## src/rtl/aes_pkg.sv

```systemverilog
// ---------------------------------------------------------------------------
// aes_pkg
// Shared definitions for the AES arbiter/controller slice.
//   AES_W           : AES block width (plaintext, key, ciphertext).
//   TIMEOUT_CYC_DEF : default number of RUN cycles allowed before the job is
//                     reported as a timeout.
//   state_t         : controller FSM encoding.
// ---------------------------------------------------------------------------
package aes_pkg;

    localparam int AES_W           = 128;
    localparam int TIMEOUT_CYC_DEF = 64;

    typedef enum logic [1:0] {
        IDLE = 2'd0,   // core parked, waiting for a request
        LOAD = 2'd1,   // operands presented, core held in reset for one cycle
        RUN  = 2'd2,   // core released and encrypting, counter running
        DONE = 2'd3    // result held until the consumer takes it
    } state_t;

endpackage

```

## src/rtl/rr_arb2.sv

```systemverilog
// ---------------------------------------------------------------------------
// rr_arb2
// Two-requester round-robin arbiter. The grant is combinational; the pointer
// moves only when the grant is actually taken.
// Ports:
//   clk      : clock
//   rst      : asynchronous active-low reset (requester 0 favoured after it)
//   i_req    : request vector, bit i = requester i
//   i_accept : the current grant is being taken this cycle
//   o_grant  : one-hot grant (zero when nothing requests)
// ---------------------------------------------------------------------------
module rr_arb2 (
    input  logic       clk,
    input  logic       rst,
    input  logic [1:0] i_req,
    input  logic       i_accept,
    output logic [1:0] o_grant
);

    // High when requester 1 was granted most recently. Resetting it high
    // means requester 0 wins the first contended grant.
    logic r_last1;

    // NOTE: every signal written in always_comb gets a default first, so no
    // path can leave it unassigned and infer a latch.
    always_comb begin
        o_grant = 2'b00;
        case (i_req)
            2'b01:   o_grant = 2'b01;
            2'b10:   o_grant = 2'b10;
            2'b11:   o_grant = r_last1 ? 2'b01 : 2'b10;
            default: o_grant = 2'b00;
        endcase
    end

    // NOTE: sequential state uses non-blocking assignments so every flop
    // samples pre-edge values regardless of block evaluation order.
    always_ff @(posedge clk or negedge rst) begin
        if (!rst) begin
            r_last1 <= 1'b1;
        end else if (i_accept && (o_grant != 2'b00)) begin
            r_last1 <= o_grant[1];
        end
    end

endmodule

```

## src/rtl/aes_arb_ctrl.sv

```systemverilog
// ---------------------------------------------------------------------------
// aes_arb_ctrl
// Shares one AES core between two requesters. A request is granted in IDLE,
// its operands are latched and presented to the core, the core is pulsed
// through reset (LOAD) and released (RUN), and the ciphertext -- or a timeout
// error -- is held for the consumer (DONE).
// Ports:
//   clk, rst                 : clock, asynchronous active-low reset
//   req_valid / req_ready    : per-requester request handshake (bit i = req i)
//   req_data0/1, req_key0/1  : plaintext and key of each requester
//   rsp_valid / rsp_ready    : response handshake
//   rsp_data, rsp_id, rsp_err: ciphertext (zero on error), owner, timeout flag
//   core_data_in, core_key_in: operands to the core, stable LOAD..RUN
//   core_rst                 : active-high core reset; release starts the core
//   core_out_data, core_ready: core ciphertext and done flag
// ---------------------------------------------------------------------------
module aes_arb_ctrl
    import aes_pkg::*;
#(
    parameter int TIMEOUT_CYC = TIMEOUT_CYC_DEF,
    parameter int CNT_W       = 8
) (
    input  logic             clk,
    input  logic             rst,
    input  logic [1:0]       req_valid,
    output logic [1:0]       req_ready,
    input  logic [AES_W-1:0] req_data0,
    input  logic [AES_W-1:0] req_data1,
    input  logic [AES_W-1:0] req_key0,
    input  logic [AES_W-1:0] req_key1,
    output logic             rsp_valid,
    input  logic             rsp_ready,
    output logic [AES_W-1:0] rsp_data,
    output logic             rsp_id,
    output logic             rsp_err,
    output logic [AES_W-1:0] core_data_in,
    output logic [AES_W-1:0] core_key_in,
    output logic             core_rst,
    input  logic [AES_W-1:0] core_out_data,
    input  logic             core_ready
);

    // Counter value in the last RUN cycle the core is allowed; the counter
    // is 0 in the first RUN cycle, so this gives TIMEOUT_CYC RUN cycles.
    localparam logic [CNT_W-1:0] TIMEOUT_LAST = CNT_W'(TIMEOUT_CYC - 1);

    state_t             r_state;
    state_t             w_state_nxt;
    logic [AES_W-1:0]   r_data;
    logic [AES_W-1:0]   r_key;
    logic               r_id;
    logic [CNT_W-1:0]   r_cnt;
    logic [AES_W-1:0]   r_rsp_data;
    logic               r_rsp_err;

    logic [1:0]         w_grant;
    logic               w_accept;
    logic               w_core_done;
    logic               w_timeout;

    rr_arb2 u_rr_arb2 (
        .clk      (clk),
        .rst      (rst),
        .i_req    (req_valid),
        .i_accept (w_accept),
        .o_grant  (w_grant)
    );

    // ------------------------------------------------------------------
    // Next-state logic
    // ------------------------------------------------------------------
    always_comb begin
        w_state_nxt = r_state;
        w_accept    = 1'b0;
        w_core_done = 1'b0;
        w_timeout   = 1'b0;
        case (r_state)
            IDLE: begin
                if (req_valid != 2'b00) begin
                    w_accept    = 1'b1;
                    w_state_nxt = LOAD;
                end
            end
            LOAD: w_state_nxt = RUN;
            RUN: begin
                // A ready seen in the first RUN cycle may be left over from
                // the previous job, so it is not trusted.
                w_core_done = core_ready && (r_cnt != '0);
                w_timeout   = (r_cnt == TIMEOUT_LAST);
                if (w_core_done || w_timeout) begin
                    w_state_nxt = DONE;
                end
            end
            DONE: begin
                if (rsp_ready) begin
                    w_state_nxt = IDLE;
                end
            end
            default: w_state_nxt = IDLE;
        endcase
    end

    // ------------------------------------------------------------------
    // State, operand, counter and response registers
    // ------------------------------------------------------------------
    // NOTE: all registers here are plain flops, so each is given a reset
    // value; an abandoned job must leave nothing behind.
    always_ff @(posedge clk or negedge rst) begin
        if (!rst) begin
            r_state    <= IDLE;
            r_data     <= '0;
            r_key      <= '0;
            r_id       <= 1'b0;
            r_cnt      <= '0;
            r_rsp_data <= '0;
            r_rsp_err  <= 1'b0;
        end else begin
            r_state <= w_state_nxt;
            case (r_state)
                IDLE: begin
                    if (w_accept) begin
                        r_id  <= w_grant[1];
                        r_data <= w_grant[1] ? req_data1 : req_data0;
                        r_key  <= w_grant[1] ? req_key1  : req_key0;
                    end
                end
                LOAD: r_cnt <= '0;
                RUN: begin
                    r_cnt <= r_cnt + CNT_W'(1);
                    // core_ready takes precedence over a coincident timeout.
                    if (w_core_done) begin
                        r_rsp_data <= core_out_data;
                        r_rsp_err  <= 1'b0;
                    end else if (w_timeout) begin
                        r_rsp_data <= '0;
                        r_rsp_err  <= 1'b1;
                    end
                end
                default: ;
            endcase
        end
    end

    // ------------------------------------------------------------------
    // Outputs
    // ------------------------------------------------------------------
    // The grant is only offered in IDLE; rst gates it so req_ready is forced
    // low while reset is held even though IDLE is the reset state.
    assign req_ready    = (rst && (r_state == IDLE)) ? w_grant : 2'b00;
    assign rsp_valid    = (r_state == DONE);
    assign rsp_data     = r_rsp_data;
    assign rsp_id       = r_id;
    assign rsp_err      = r_rsp_err;
    assign core_data_in = r_data;
    assign core_key_in  = r_key;
    // The core stays parked in reset while idle and for the LOAD cycle.
    assign core_rst     = (r_state == IDLE) || (r_state == LOAD);

endmodule

```

## config.mk

```make
export PLATFORM = sky130hd
export DESIGN_NAME = aes_arb_ctrl
export DESIGN_NICKNAME = d
export VERILOG_FILES = /design/src/rtl/aes_pkg.sv /design/src/rtl/rr_arb2.sv /design/src/rtl/aes_arb_ctrl.sv
export SDC_FILE = /design/constraint.sdc
export NUM_CORES = 1
export LEC_CHECK = 0
export ABC_AREA = 1
export CORE_AREA = 2 2 400 402
export CTS_CLUSTER_DIAMETER = 100
export DETAILED_ROUTE_END_ITERATION = 10
export DIE_AREA = 0 0 402 404
export GPL_ROUTABILITY_DRIVEN = 0
export PLACE_DENSITY = 0.31
export SYNTH_ARGS = -nofsm -noshare
export SYNTH_HDL_FRONTEND = slang
export SYNTH_HIERARCHICAL = 1
export SYNTH_SLANG_ARGS = --single-unit
```

## constraint.sdc

```tcl
create_clock -name clk -period 1.6 [get_ports clk]
set_input_delay 0.16 -clock clk [delete_from_list [all_inputs] [get_ports clk]]
set_output_delay 0.16 -clock clk [all_outputs]
set_load 0.005 [all_outputs]
```

==> summary.txt <==
Synth
  • Synth area leader: dfrtp_1
  • Syn Inst Count: 2060
  • Main combinational cell family by area after synthesis: simple AND/OR/NAND/NOR gates
  • Post-synthesis sequential area ratio: 57.27%
  • Synth warn: 6
  • Yosys top cell area share: 57.12%
  • XOR/XNOR Fraction of Synth Area: 0%
  • Synth unique cells: 23
  • Post-Syn Area: 0.01735 sq mm
  • Synth Area in Adders: 0.4327%
  • Synth Area in Simple Gates: 27.37%
  • Mux share of post-synthesis cell area: 0%
  • Syn Nets: 2712
  • Avg Cell Area, Syn: 8.421 sq um
  • FF+latch count, synth: 397
  • Compound-Gate Fraction of Synth Area: 9.564%
  • Area contributors post-synth: dfrtp_1 (57%), nand2_1 (17%), a31oi_1 (9.2%)

STA
  • Maximum clock frequency: 0.5051 GHz
  • Final hold viol count: 0
  • Worst Clk Skew: 35.47 ps
  • Max Slew Vio Count: 0
  • Slew @ Worst Pin: 884.6 ps
  • Post-route setup slack: -379.6 ps
  • Slew Limit Headroom: 41.03%
  • Unrepaired setup endpoints after global routing: true
  • Setup TNS: -82700 ps
  • Final cycle utilization of the critical path: 123.7%
  • Min cycle time layout: 1980 ps
  • Finish-stage setup viols: 390

Power and ir drop
  • Sw Share: 37.80%
  • Sw power: 25.29 mW
  • Internal power: 41.62 mW
  • Leakage: 18.09 nW
  • Max VDD drop: 0.8690 mV
  • Combinational Power Share: 52.2%
  • Clock Power Share: 20.0%
  • P per Cell Area: 1601 mW/mm^2
  • Sequential power share: 27.8%

Worst setup path
  • Cells on worst reg2reg path: 12
  • Top delay family on crit path: buffers and inverters
  • Slowest Stage Delay on Critical Path: 380 ps
  • Cells along the critical path: inv_2 -> ha_4 -> buf_6 -> buf_6 -> o21ai_4 -> buf_12 -> clkinv_16 -> buf_12 -> clkbuf_16 -> clkbuf_16 -> nor2_4 -> a31oi_4
  • Reg2Reg Setup Slack: -380 ps
  • CP max stage cell: dfrtp_1
  • Crit. Startpoint: r_state[0]
  • CP endpoint kind: flip-flop
  • Critical path endpoint: core_key_in[94]
  • Worst path bufs/invs: 8
  • Worst r2r src: r_state[0]
  • RR Endpoint: core_key_in[94]
  • Startpoint types: flip-flop
  • Critical Path AT: 2500 ps
  • Critical path required time: 2130 ps
  • CP Max Fanout: 7
  • Critical Path Stages: 12
  • Critical path class: reg -> reg

Global route
  • Largest net degree at the start of global routing: 123
  • First-pass GRT wire length: 167.0 mm
  • Number of global-route vias before repair: 21370
  • Total track usage: 14.39%
  • Initial antenna violation count: 25
  • Remaining Overflow, GRT: 0

Placement
  • Area post-placement: 0.03113 sq mm
  • IO buf count: 1035
  • Final HPWL from detailed placement: 83.55 mm
  • Post-place setup slack: -606.0 ps

Layout
  • Final #Nets: 4116
  • Sequential cell area: 0.009955 sq mm
  • Filler cell count: 17010
  • Post-route cell area: 0.04178 sq mm
  • Area of the multi-input gates: 0.009438 sq mm
  • Share of layout cells above drive strength 1: 31.76%
  • Layout area overhead: 140.9%

Die
  • Die area: 0.1624 sq mm
  • Initial Util: 10.99%
  • DIE WIDTH: 402 um
  • Die height: 404 um
  • I/O pin total: 1036
  • Core ar.: 0.1578 sq mm
  • Cell Rows: 146

Status
  • Outcome: complete, but fails checks
  • Failing checks: negative setup slack

Job
  • Number of max-cap violations: 0

Route
  • Detailed Routing Iterations Pass 1: 5
  • Antenna Nets Post-Route: 0
  • DRT iter0 DRCs: 922
  • Final WL: 126.2 mm
  • Per-cell routed wire length: 22.54 um
  • Vias/cell: 3.713
  • Vias: 20790
  • Residual DRC: 0

Clock tree
  • CTS tree: built
  • H-tree Lvls: 2
  • CTS clk-pin slew, worst paths: 60 ps
  • Root Buffer: clkbuf_16
  • CTS Buf Count: 59
  • Clock buffer depth: 3
  • Worst skew pair latency: 670 ps
  • CTS sink cnt: 397

Min path
  • Hold Path Class: in -> reg
  • Hold Path Depth: 3
[worst reg2reg max path, stage by stage, from the launching register on]
cell	delay (ps)
dfrtp_1	380
inv_2	70
ha_4	180
buf_6	110
buf_6	110
o21ai_4	70
buf_12	190
clkinv_16	110
buf_12	150
clkbuf_16	170
clkbuf_16	180
nor2_4	100
a31oi_4	40
[power groups by stage]
stage	Clock, mW	Sequential, mW	Combinational [mW]
4_1_cts	14.0	18.0	29.8
2_1_floorplan	0	17.8	8.48
5_1_grt	14.3	19.2	37.7
3_5_place_dp	0	18.1	26.5
6_report	13.4	18.6	34.9
3_3_place_gp	0	18.0	26.7
[cells by family (layout without fill, tap and decap cells)]
family                   count (synthesis)  after routing
buffers and inverters                  178           1631
AO/OA/AOI/OAI                          267            267
AND/OR/NAND/NOR                       1212           1213
other                                    0             13
adder cells (fa/ha/maj)                  6              6
flip-flops                             397            397
[stage by stage]
step | power (mW) | instances | util (%) | hold slack, ps
global route | 71.20 | 5597 | 26.47 | 22.41
CTS | 61.69 | 5535 | 24.61 | 0.01033
global placement | 44.71 | 5148 | 19.72 | 206.2
finish | 66.91 | 5599 | 26.47 | 66.08
floorplan | 26.28 | 2060 | - | -135.6
detailed placement | 44.58 | 5148 | 19.72 | 208.2
[area by class of cell]
type / instances / area share [%]
inverter: 22 / 0.3294
timing repair inverter: 1 / 0.07187
tap: 2072 / 6.205
multi-input combinational: 1486 / 22.59
antenna: 13 / 0.07786
sequential: 397 / 23.82
clock buffer: 102 / 4.327
timing repair buffer: 1497 / 42.30
clock inverter: 9 / 0.2725
[registers in the layout, indices dropped and copies added, names as in the netlist]
| register | flops |
|---|---|
| rsp_err | 1 |
| r_state | 2 |
| r_cnt | 8 |
| u_rr_arb2/r_last1 | 1 |
| core_key_in | 128 |
| core_data_in | 128 |
| rsp_data | 128 |
| rsp_id | 1 |
[placed cells by master (no fill, tap or decap), drive strengths merged, types with 4 or more instances in the layout]
cell type	Yosys	final
clkdlybuf4s50	0	644
dlygate4sd2	0	344
ha	6	6
a31oi	256	256
dfrtp	396	396
clkbuf	44	136
nand3	136	136
diode	0	13
inv	21	25
nand2	795	796
a21oi	4	4
clkinv	1	5
clkdlybuf4s15	0	30
nor2	272	272
buf	112	336
dlygate4sd3	0	107
nor3	7	7
o21ai	6	6
[timing repair]
action | 4_1_cts | 5_1_grt
endpoints found under the setup margin | 775 | 404
resized for setup | 1094 | 508
buffers inserted | 95 | 38
endpoints found under the hold margin | 477 | 0
hold buffers | 107 | 0
pin swaps | 295 | 136
cloned | 77 | 41
[worst min-delay path by stage]
stage                            startpoint          endpoint
after global routing          req_key1[104]  core_key_in[104]
after detailed placement                rst  core_data_in[82]
after CTS                 core_out_data[75]      rsp_data[75]
after floorplan                         rst   core_data_in[0]
final                          req_data0[1]   core_data_in[1]
after global placement                  rst  core_data_in[82]
[Yosys cell counts]
cell type	n
nor2_2	1
o21ai_0	5
and2_4	1
buf_2	83
clkinv_1	1
nand3_1	134
inv_1	16
dfrtp_1	396
buf_4	16
or2_2	1
nand2_1	795
ha_1	6
nand3_2	2
nor2_1	271
o21ai_1	1
a21oi_1	4
dfstp_2	1
inv_2	5
clkbuf_1	44
buf_6	13
a211oi_1	1
a31oi_1	256
nor3_1	7
[metal layers]
layer	track usage, %	part of all wire [%]	vias up
met2	24.81	50	691
met4	4.241	2.3	16
met3	4.703	7.2	139
met5	0	0.084	-
li1	-	-	9692
met1	16.91	40	10250
Note: power is estimated with default switching activity, not from simulation.
